<file path="config.mk">
export PLATFORM = sky130hd
export DESIGN_NAME = ddr5_phy_crc_burst
export DESIGN_NICKNAME = d
export VERILOG_FILES = /design/src/rtl/ddr5_phy_crc_pkg.sv /design/src/rtl/ddr5_phy_crc8_nibble.sv /design/src/rtl/ddr5_phy_crc_burst.sv
export SDC_FILE = /design/constraint.sdc
export NUM_CORES = 1
export LEC_CHECK = 0
export ABC_AREA = 1
export CAP_MARGIN = 10
export CORE_ASPECT_RATIO = 0.9
export CORE_MARGIN = 1.5
export CORE_UTILIZATION = 25
export DETAILED_ROUTE_END_ITERATION = 7
export GPL_TIMING_DRIVEN = 0
export PLACE_DENSITY_LB_ADDON = 0.08
export SETUP_SLACK_MARGIN = 0.3
export SLEW_MARGIN = 5
export SYNTH_ARGS = -nofsm -noshare
export SYNTH_HDL_FRONTEND = slang
export SYNTH_SLANG_ARGS = --single-unit
</file>
<file path="constraint.sdc">
create_clock -name clk_i -period 1.8 [get_ports clk_i]
set_clock_uncertainty 0.2 [all_clocks]
set_input_delay 0.18 -clock clk_i [delete_from_list [all_inputs] [get_ports clk_i]]
set_output_delay 0.18 -clock clk_i [all_outputs]
set_load 0.02 [all_outputs]
</file>
<file path="src/rtl/ddr5_phy_crc_pkg.sv">
`default_nettype none
// ============================================================================
// Module  : ddr5_phy_crc_pkg
// Purpose : Shared types, constants and CRC-8 helpers for the DDR5 write-CRC
//           engine.
// Revision: 1.0 - initial release
// ============================================================================
package ddr5_phy_crc_pkg;

  localparam logic [7:0] CRC_POLY       = 8'h07;
  localparam int         CRC_W          = 8;
  localparam int         LANES_PER_GRP  = 4;
  localparam int         PAD_MAX_CHUNKS = 64;

  typedef enum logic [1:0] {
    IDLE = 2'd0,
    DATA = 2'd1,
    CRC  = 2'd2
  } crc_state_e;

  // Folds one clock of one group: even-UI lanes (bits 3:0) then odd-UI lanes.
  function automatic logic [CRC_W-1:0] crc8_step(input logic [CRC_W-1:0] crc,
                                                 input logic [CRC_W-1:0] chunk);
    logic [CRC_W-1:0] c;
    c = crc;
    for (int i = 0; i < CRC_W; i++) begin
      if (c[CRC_W-1] ^ chunk[i]) c = {c[CRC_W-2:0], 1'b0} ^ CRC_POLY;
      else                       c = {c[CRC_W-2:0], 1'b0};
    end
    return c;
  endfunction

  function automatic logic [CRC_W-1:0] crc8_pad_ones(input logic [CRC_W-1:0] crc,
                                                     input int n_chunks);
    logic [CRC_W-1:0] c;
    c = crc;
    for (int i = 0; i < PAD_MAX_CHUNKS; i++) begin
      if (i < n_chunks) c = crc8_step(c, 8'hFF);
    end
    return c;
  endfunction

endpackage
`default_nettype wire

</file>
<file path="src/rtl/ddr5_phy_crc8_nibble.sv">
`default_nettype none
// ============================================================================
// Module  : ddr5_phy_crc8_nibble
// Purpose : CRC-8 accumulator for one 4-lane DQ group, with optional BC8
//           all-ones padding applied on the output.
// Revision: 1.0 - initial release
// ============================================================================
module ddr5_phy_crc8_nibble
  import ddr5_phy_crc_pkg::*;
#(
  parameter int pPAD_CHUNKS = 4
) (
  input  logic             clk_i,
  input  logic             rst_i,
  input  logic             clr_i,
  input  logic             fold_i,
  input  logic             pad_i,
  input  logic [CRC_W-1:0] data_i,
  output logic [CRC_W-1:0] crc_o
);

  logic [CRC_W-1:0] crc_q;
  logic [CRC_W-1:0] crc_d;
  logic [CRC_W-1:0] w_seed;

  // A clear restarts from init on the same beat that is folded in.
  always_comb begin
    w_seed = clr_i ? '0 : crc_q;
    crc_d  = crc_q;
    if (fold_i) crc_d = crc8_step(w_seed, data_i);
  end

  always_ff @(posedge clk_i or posedge rst_i) begin
    if (rst_i) crc_q <= '0;
    else       crc_q <= crc_d;
  end

  assign crc_o = pad_i ? crc8_pad_ones(crc_q, pPAD_CHUNKS) : crc_q;

endmodule
`default_nettype wire

</file>
<file path="src/rtl/ddr5_phy_crc_burst.sv">
`default_nettype none
// ============================================================================
// Module  : ddr5_phy_crc_burst
// Purpose : Write-CRC engine: frames BL16/BC8 bursts, echoes data one cycle
//           later and appends a UI16/UI17 CRC beat (bursts leave as BL18).
//           Optional macro DDR5_PHY_CRC_ERR_INJECT_EN adds err_inject_i.
// Revision: 1.0 - initial release
// ============================================================================
module ddr5_phy_crc_burst
  import ddr5_phy_crc_pkg::*;
#(
  parameter int pDRAM_SIZE = 4,
  parameter int pBURST_LEN = 16
) (
  input  logic                    clk_i,
  input  logic                    rst_i,
  input  logic                    crc_en_i,
  input  logic                    bc8_i,
  input  logic                    wr_valid_i,
  input  logic                    wr_first_i,
`ifdef DDR5_PHY_CRC_ERR_INJECT_EN
  input  logic                    err_inject_i,
`endif
  input  logic [2*pDRAM_SIZE-1:0] wr_data_i,
  output logic                    wr_ready_o,
  output logic [2*pDRAM_SIZE-1:0] dq_o,
  output logic                    dq_valid_o,
  output logic                    crc_beat_o,
  output logic                    busy_o,
  output logic                    err_o
);

  localparam int NGRP       = pDRAM_SIZE / LANES_PER_GRP;
  localparam int BEATS_FULL = pBURST_LEN / 2;
  localparam int BEATS_BC8  = pBURST_LEN / 4;
  // Pad is pBURST_LEN/2 UI, i.e. pBURST_LEN/4 clocks of 8 bits per group.
  localparam int PAD_CHUNKS = pBURST_LEN / 4;
  localparam int CNT_W      = $clog2(BEATS_FULL + 1);
  localparam logic [CNT_W-1:0] LAST_FULL = CNT_W'(BEATS_FULL);
  localparam logic [CNT_W-1:0] LAST_BC8  = CNT_W'(BEATS_BC8);

  crc_state_e                state_q, state_d;
  logic [CNT_W-1:0]          cnt_q, cnt_d;
  logic                      crc_en_q, crc_en_d;
  logic                      bc8_q, bc8_d;
  logic                      err_q, err_d;
  logic [2*pDRAM_SIZE-1:0]   dq_q, dq_d;
  logic                      dq_valid_q, dq_valid_d;
  logic                      crc_beat_q, crc_beat_d;

  logic                      w_accept;
  logic                      w_clr;
  logic                      w_fold;
  logic                      w_inj;
  logic [CNT_W-1:0]          w_cnt_inc;
  logic [CNT_W-1:0]          w_last_cnt;
  logic [2*pDRAM_SIZE-1:0]   w_crc_beat;

`ifdef DDR5_PHY_CRC_ERR_INJECT_EN
  logic inj_q, inj_d;
  assign w_inj = inj_q;
`else
  assign w_inj = 1'b0;
`endif

  assign wr_ready_o = (state_q != CRC);
  assign busy_o     = (state_q != IDLE);
  assign w_accept   = wr_valid_i && wr_ready_o;
  assign w_cnt_inc  = cnt_q + 1'b1;
  assign w_last_cnt = bc8_q ? LAST_BC8 : LAST_FULL;

  for (genvar g = 0; g < NGRP; g++) begin : g_grp
    logic [CRC_W-1:0] w_crc;
    logic [CRC_W-1:0] w_crc_out;

    ddr5_phy_crc8_nibble #(
      .pPAD_CHUNKS (PAD_CHUNKS)
    ) u_crc (
      .clk_i  (clk_i),
      .rst_i  (rst_i),
      .clr_i  (w_clr),
      .fold_i (w_fold),
      .pad_i  (bc8_q),
      .data_i ({wr_data_i[pDRAM_SIZE + LANES_PER_GRP*g +: LANES_PER_GRP],
                wr_data_i[LANES_PER_GRP*g +: LANES_PER_GRP]}),
      .crc_o  (w_crc)
    );

    assign w_crc_out = (g == 0) ? (w_crc ^ {7'd0, w_inj}) : w_crc;
    assign w_crc_beat[LANES_PER_GRP*g +: LANES_PER_GRP]              = w_crc_out[3:0];
    assign w_crc_beat[pDRAM_SIZE + LANES_PER_GRP*g +: LANES_PER_GRP] = w_crc_out[7:4];
  end

  always_comb begin
    state_d    = state_q;
    cnt_d      = cnt_q;
    crc_en_d   = crc_en_q;
    bc8_d      = bc8_q;
    err_d      = err_q;
    dq_d       = dq_q;
    dq_valid_d = 1'b0;
    crc_beat_d = 1'b0;
    w_clr      = 1'b0;
    w_fold     = 1'b0;
`ifdef DDR5_PHY_CRC_ERR_INJECT_EN
    inj_d      = inj_q;
`endif

    // Any accepted beat is echoed unchanged, including error beats.
    if (w_accept) begin
      dq_d       = wr_data_i;
      dq_valid_d = 1'b1;
    end

    case (state_q)
      IDLE: begin
        if (w_accept) begin
          if (wr_first_i) begin
            crc_en_d = crc_en_i;
            bc8_d    = bc8_i;
`ifdef DDR5_PHY_CRC_ERR_INJECT_EN
            inj_d    = err_inject_i;
`endif
            w_clr    = 1'b1;
            w_fold   = 1'b1;
            cnt_d    = CNT_W'(1);
            state_d  = DATA;
          end else begin
            err_d = 1'b1;
          end
        end
      end
      DATA: begin
        if (w_accept) begin
          w_fold = 1'b1;
          if (wr_first_i) begin
            // Abandon the open burst and restart with this beat as beat 1.
            err_d    = 1'b1;
            crc_en_d = crc_en_i;
            bc8_d    = bc8_i;
`ifdef DDR5_PHY_CRC_ERR_INJECT_EN
            inj_d    = err_inject_i;
`endif
            w_clr    = 1'b1;
            cnt_d    = CNT_W'(1);
          end else if (w_cnt_inc == w_last_cnt) begin
            cnt_d   = '0;
            state_d = crc_en_q ? CRC : IDLE;
          end else begin
            cnt_d = w_cnt_inc;
          end
        end
      end
      CRC: begin
        dq_d       = w_crc_beat;
        dq_valid_d = 1'b1;
        crc_beat_d = 1'b1;
        state_d    = IDLE;
      end
      default: state_d = IDLE;
    endcase
  end

  always_ff @(posedge clk_i or posedge rst_i) begin
    if (rst_i) begin
      state_q    <= IDLE;
      cnt_q      <= '0;
      crc_en_q   <= 1'b0;
      bc8_q      <= 1'b0;
      err_q      <= 1'b0;
      dq_q       <= '0;
      dq_valid_q <= 1'b0;
      crc_beat_q <= 1'b0;
`ifdef DDR5_PHY_CRC_ERR_INJECT_EN
      inj_q      <= 1'b0;
`endif
    end else begin
      state_q    <= state_d;
      cnt_q      <= cnt_d;
      crc_en_q   <= crc_en_d;
      bc8_q      <= bc8_d;
      err_q      <= err_d;
      dq_q       <= dq_d;
      dq_valid_q <= dq_valid_d;
      crc_beat_q <= crc_beat_d;
`ifdef DDR5_PHY_CRC_ERR_INJECT_EN
      inj_q      <= inj_d;
`endif
    end
  end

  assign dq_o       = dq_q;
  assign dq_valid_o = dq_valid_q;
  assign crc_beat_o = crc_beat_q;
  assign err_o      = err_q;

endmodule
`default_nettype wire
</file>
==> run metrics <==
Setup-failing EPs final 12; dpl hpwl 5060 µm; full die area 10310 µm²; top post-synthesis cells by area dfrtp_1 28%, nand2_1 15%, xor2_1 7.2%; sequential share of the synthesized area 27.84%; Yosys top cell area share 27.84%; DR DRC count 0; Startpoint Class flip-flop; core area 9290 µm²; area leader, netlist dfrtp_1; Placed Area 2912 µm²; I/O pin count 27; Final Instance Area 3890 µm²; largest net degree at the start of global routing 28; global-route wire length before repair 11160 µm; min-delay worst type in -> async; share of post-route cells with drive strength above 1 45.89%; cells after synthesis 325; vias in the first global route 2080; Clock Tree Buf Depth 2; 1st-pass router iterations 4; antenna violations before repair 0; CP required 1770 ps; failing checks setup timing; Worst R2R Path Depth 9; wire per inst 14.20 µm; Worst-Margin Slew 643.5 ps; worst-path maximum fanout 5; Slew HR 57.01%; synthesized area per cell 7.469 µm²; Overflow after GRT 0; Area Overhead vs Synth 60.26%; Root Driver clkbuf_8; drt via density 4.335; RSZ-0062 raised after global routing yes; antenna viol nets, final 0; GRT Total Usage 14.14%; CTS tree done; DR iter-0 viols 54; fmax 503.9 MHz; H-tree depth 1; via count 2267; period utilisation layout 110.3%; Syn Nets 341; Die W 106.9 µm; fin nets 418; CTS Hold Bufs 0; clk_lat worst skew 270 ps; Setup crit end dq_o[1]; register clock-pin slew on the reported worst setup and hold paths 100 ps; RePlAce Congestion 0.8030; synthesized flop and latch total 27; Netlist cell types 32; R2R Path End dq_o[1]; # clock sinks 27; status finished with violations; origin of the worst setup path g_grp[0].u_crc.crc_q[5]; Hold Fails Final Rpt 0; Setup crit end kind flip-flop; kind of critical path reg -> reg; Pins Over Slew Limit 0; # rows 33; Critical R2R Launch g_grp[0].u_crc.crc_q[5]; Yosys warning total 0; n_diodes 0; max-cap check violation count 0; Num CTS Buffers 3; Mapped Area 2427 µm²; Port Buffers 26; R2R setup slack -180 ps; Die Ht 96.48 µm; Total Wirelength 7424 µm; fin worst setup slack -184.5 ps; Initial Util 26.13%; Final min period 1985 ps; Critical Path AT 1950 ps
routing by layer:
| metal | up-vias | wire [µm] | track usage, % |
|---|---|---|---|
| met4 | 0 | 41 | 2.333 |
| li1 | 1160 | - | - |
| met1 | 1086 | 3889 | 20.64 |
| met3 | 2 | 104 | 2.146 |
| met5 | - | 0 | 0 |
| met2 | 19 | 3387 | 22.38 |
per-stage QoR:
step	hold WS (ps)	utilization [%]	setup TNS [ps]	cells	setup slack (ps)
global route	176.5	41.87	-3020	523	-305.1
detailed placement	263.5	31.34	-4865	473	-380.2
finish	131.2	41.87	-1356	523	-184.5
CTS	155.6	35.76	-1347	497	-157.0
global placement	251.4	31.34	-4888	473	-384.0
floorplan	32.72	-	0	325	86.57
Yosys cell counts (all sizes together):
cell type	n
a31oi	1
ha	2
nand3	29
o21ai	15
nand3b	4
a21oi	8
or2	1
mux2	1
xor2	30
xnor2	15
a21boi	1
a22o	3
nand2	115
a21o	1
nor2	19
buf	9
o31ai	2
o221ai	1
clkbuf	2
dfrtp	27
inv	39
state kept, by name (all words and copies together), names as in the netlist:
signal / count
crc_beat_o: 1
crc_en_q: 1
err_o: 1
g_grp.u_crc.crc_q: 8
cnt_q: 4
bc8_q: 1
dq_o: 8
state_q: 2
dq_valid_o: 1
worst min-delay path by stage:
stage / endpoint / depth (start not counted) / slack, ps / startpoint
floorplan: bc8_q / 1 / 30 / rst_i
global placement: err_o / 1 / 250 / err_o
detailed placement: err_o / 1 / 260 / err_o
CTS: cnt_q[1] / 2 / 160 / rst_i
global route: cnt_q[1] / 2 / 180 / rst_i
finish: cnt_q[2] / 2 / 130 / rst_i
cells by family after synthesis:
| family | after synthesis | synth area share, % |
|---|---|---|
| adder cells (fa/ha/maj) | 2 | 1.031 |
| multiplexers | 1 | 0.4639 |
| AO/OA/AOI/OAI | 32 | 7.681 |
| XOR/XNOR | 45 | 21.65 |
| flip-flops | 27 | 27.84 |
| buffers and inverters | 50 | 9.845 |
| AND/OR/NAND/NOR | 168 | 31.50 |
placed cells by master, fill, tap and decap left out, types with 2 or more instances in the layout:
| cell type | count |
|---|---|
| nand2_1 | 68 |
| buf_4 | 35 |
| inv_1 | 25 |
| dfrtp_1 | 25 |
| nand2_2 | 23 |
| nand2_4 | 20 |
| nor2_1 | 14 |
| nand3_1 | 14 |
| nand3_2 | 14 |
| buf_6 | 13 |
| xor2_1 | 13 |
| clkdlybuf4s50_1 | 13 |
| dlygate4sd2_1 | 12 |
| xor2_2 | 10 |
| xnor2_2 | 9 |
| inv_2 | 7 |
| xor2_4 | 7 |
| a21oi_1 | 7 |
| o21ai_0 | 5 |
| o21ai_1 | 5 |
| nand2_8 | 4 |
| nand3b_1 | 4 |
| xnor2_1 | 4 |
| o21ai_2 | 4 |
| buf_12 | 3 |
| nor2_2 | 3 |
| a22o_1 | 3 |
| clkbuf_8 | 3 |
| buf_8 | 2 |
| nor2_4 | 2 |
| clkinvlp_4 | 2 |
| buf_2 | 2 |
| clkbuf_2 | 2 |
| o31ai_2 | 2 |
| inv_4 | 2 |
| xnor2_4 | 2 |
| dfrtp_2 | 2 |
worst max-delay path, stage by stage (launching register included):
cell and delay, ps:
dfrtp_2 460, buf_8 160, xor2_4 240, xor2_2 220, buf_4 140, nand3_1 90
nand3_1 100, nand3_2 110, nand2_2 110, nand3_2 50
repair_timing:
| action | in CTS | in global routing |
|---|---|---|
| buffers inserted | 20 | 24 |
| gates resized for setup | 69 | 80 |
| endpoints found under the setup margin | 37 | 25 |
| pin swaps | 20 | 45 |
| cloned | 0 | 2 |
area by class of cell:
type	count	area, µm²
clock buffer	4	45.04
tap	122	152.6
fill	966	5400
inverter	39	183.9
timing repair buffer	72	661.9
buffer	11	117.6
multi-input combinational	248	2051
sequential	27	678.2
Power is not shown: default switching activity piles up to over one toggle a cycle in this logic, so the estimate is an artifact.
==> edit: new RTL, same flow settings <==
The 3 states of `crc_state_e` get a one-hot encoding in 3 bits.
--- a/src/rtl/ddr5_phy_crc_pkg.sv
+++ b/src/rtl/ddr5_phy_crc_pkg.sv
@@ -14,6 +14,6 @@
 
-  typedef enum logic [1:0] {
-    IDLE = 2'd0,
-    DATA = 2'd1,
-    CRC  = 2'd2
+  typedef enum logic [2:0] {
+    IDLE = 3'b001,
+    DATA = 3'b010,
+    CRC  = 3'b100
   } crc_state_e;
Function: same outputs for any inputs over 4 cycles, from zero or initial values and one cycle with rst_i high; so few cycles prove little.
==> edit against the original RTL <==
- the run still ends with negative setup slack left
- design area increased by 6.8%
- area after synthesis decreased by 1.5%
- final cell count increased by 10%
- wire length increased by 7.3%
- worst setup slack got worse by 150 ps
- synthesized cell count increased by 11%
- sequential cell count increased by 1
- critical path type unchanged
==> edit: results (changes against the original RTL) <==
Global routing
  – GRT met3 Usage: 2.17% (+0.020 points)
  – Largest net degree at the start of global routing: 29 (+3.6%)
  – Routing usage on met2: 24.1% (+1.8 points)
  – Vias in the first global route: 2321 (+12%)
  – Grt met1 use: 22.8% (+2.2 points)
  – First-pass GRT wire length: 12.0 mm (+7.9%)
  – Tot GR Track Use: 15.5% (+1.4 points)

Layout
  – Fill cells: 905 (-6.3%)
  – Layout cells sized above 1: 49.9% (+4.0 points)
  – Final #Nets: 472 (+13%)

STA
  – Setup TNS Final: -3010 ps (-1650 ps)
  – Setup violations, final: 17 (+5)
  – Slew @ Worst Pin: 659 ps (+15.5 ps)
  – Final setup margin: -338 ps (-153 ps)

Synth
  – Sequential element share of the synthesized area: 29.4% (+1.5 points)
  – Top post-synthesis cells by area: dfrtp_1 (28%), nand2_1 (22%), nand3_1 (8.2%)
  – Commonest cells post-synth: nand2_1 (143), nand3_1 (39), inv_1 (34)
  – Primary FF master, synth: dfrtp_1
  – Syn_nets: 378 (+11%)
  – Synth cell types: 33 (+3.1%)

Clock tree
  – Clk_lat worst skew: about 280 ps
  – H-tree depth: 1 (unchanged)

Status
  – Failing checks: negative setup slack
  – Status: finished with violations

Placement
  – Hpwl dp: 5.49 mm (+8.6%)
  – Pre-CTS setup slack: -614 ps (-234 ps)
  – GPL Wtd Cong: 0.808 (+0.64%)

Worst setup path
  – R2r worst-path depth: 12 (+3)
  – Worst-path fanout max: 8 (+3)
  – Worst EP arrival: 2130 ps (+180 ps)
  – Reg-to-Reg End: g_grp[0].u_crc.crc_q[1]
  – Crit. Startpoint: state_q[0]

Detailed routing
  – Post-DR wirelength/cell: 13.8 µm (-2.8%)
  – Via density: 4.52 (+4.4%)
  – Initial DRC Count: 107 (+98%)

Worst hold path
  – Worst hold path type: in -> async
-- edit: worst max-delay path, cell delays in order, from the launching register on --
cell	delay, ps
dfstp_2	610
nor2_4	60
a21oi_4	210
nand3_4	170
buf_12	210
nand3_4	60
nand2_4	80
nand2_2	80
nand3b_4	120
nand2_4	90
nand2_2	50
nand3_2	60
nand2_1	50
-- edit: worst min path at each step --
stage	from	to	slack [ps]	cells after the start
after floorplan	rst_i	bc8_q	40	1
after global placement	err_o	err_o	260	1
after detailed placement	err_o	err_o	270	1
after CTS	rst_i	state_q[1]	160	2
after global routing	rst_i	state_q[1]	180	2
final	rst_i	crc_beat_o	120	2
-- edit: final cells by class --
class                           instances  area (µm²)  area share [%]
Inverter                               44         211            5.09
Tap cell                              122         153            3.67
Sequential cell                        28         707            17.0
Timing Repair Buffer                   87         769            18.5
Clock buffer                            3        41.3           0.994
Clock inverter                          1        30.0           0.723
Multi-Input combinational cell        284        2140            51.6
Buffer                                  8        98.8            2.38
-- edit: power by group through the flow --
stage               clock network [µW]  registers [µW]  logic [µW]
floorplan                            0             973        3620
global placement                     0             991        4520
detailed placement                   0             994        4550
CTS                                538             973        6150
global route                       561            1010        8070
finish                             524             991        7400
-- edit: cell families after synthesis --
group	synth area share, %
AOI/OAI and AO/OA	9.53
and+or+nand+nor	41.1
muxes	0.471
xor gates and xnor gates	9.32
buffers and inverters	9.16
adders and majority gates	1.05
DFF	29.4
-- edit: metal layers --
metal,vias up,wire length (µm)
met5,-,0
met3,9,270
met2,46,3670
met4,0,108
met1,1224,3910
li1,1331,-
-- edit: metrics by stage --
stage | cells | total power [µW]
final | 577 | 8910
after global routing | 577 | 9640
after CTS | 549 | 7660
after detailed placement | 510 | 5540
after global placement | 510 | 5510
after floorplan | 362 | 4590
-- edit: what timing repair did --
| item | 4_1_cts | 5_1_grt |
|---|---|---|
| buffers inserted | 34 | 26 |
| setup endpoints to repair | 67 | 29 |
| pin swaps | 30 | 40 |
| gates cloned | 1 | 2 |
| gates resized for setup | 108 | 84 |
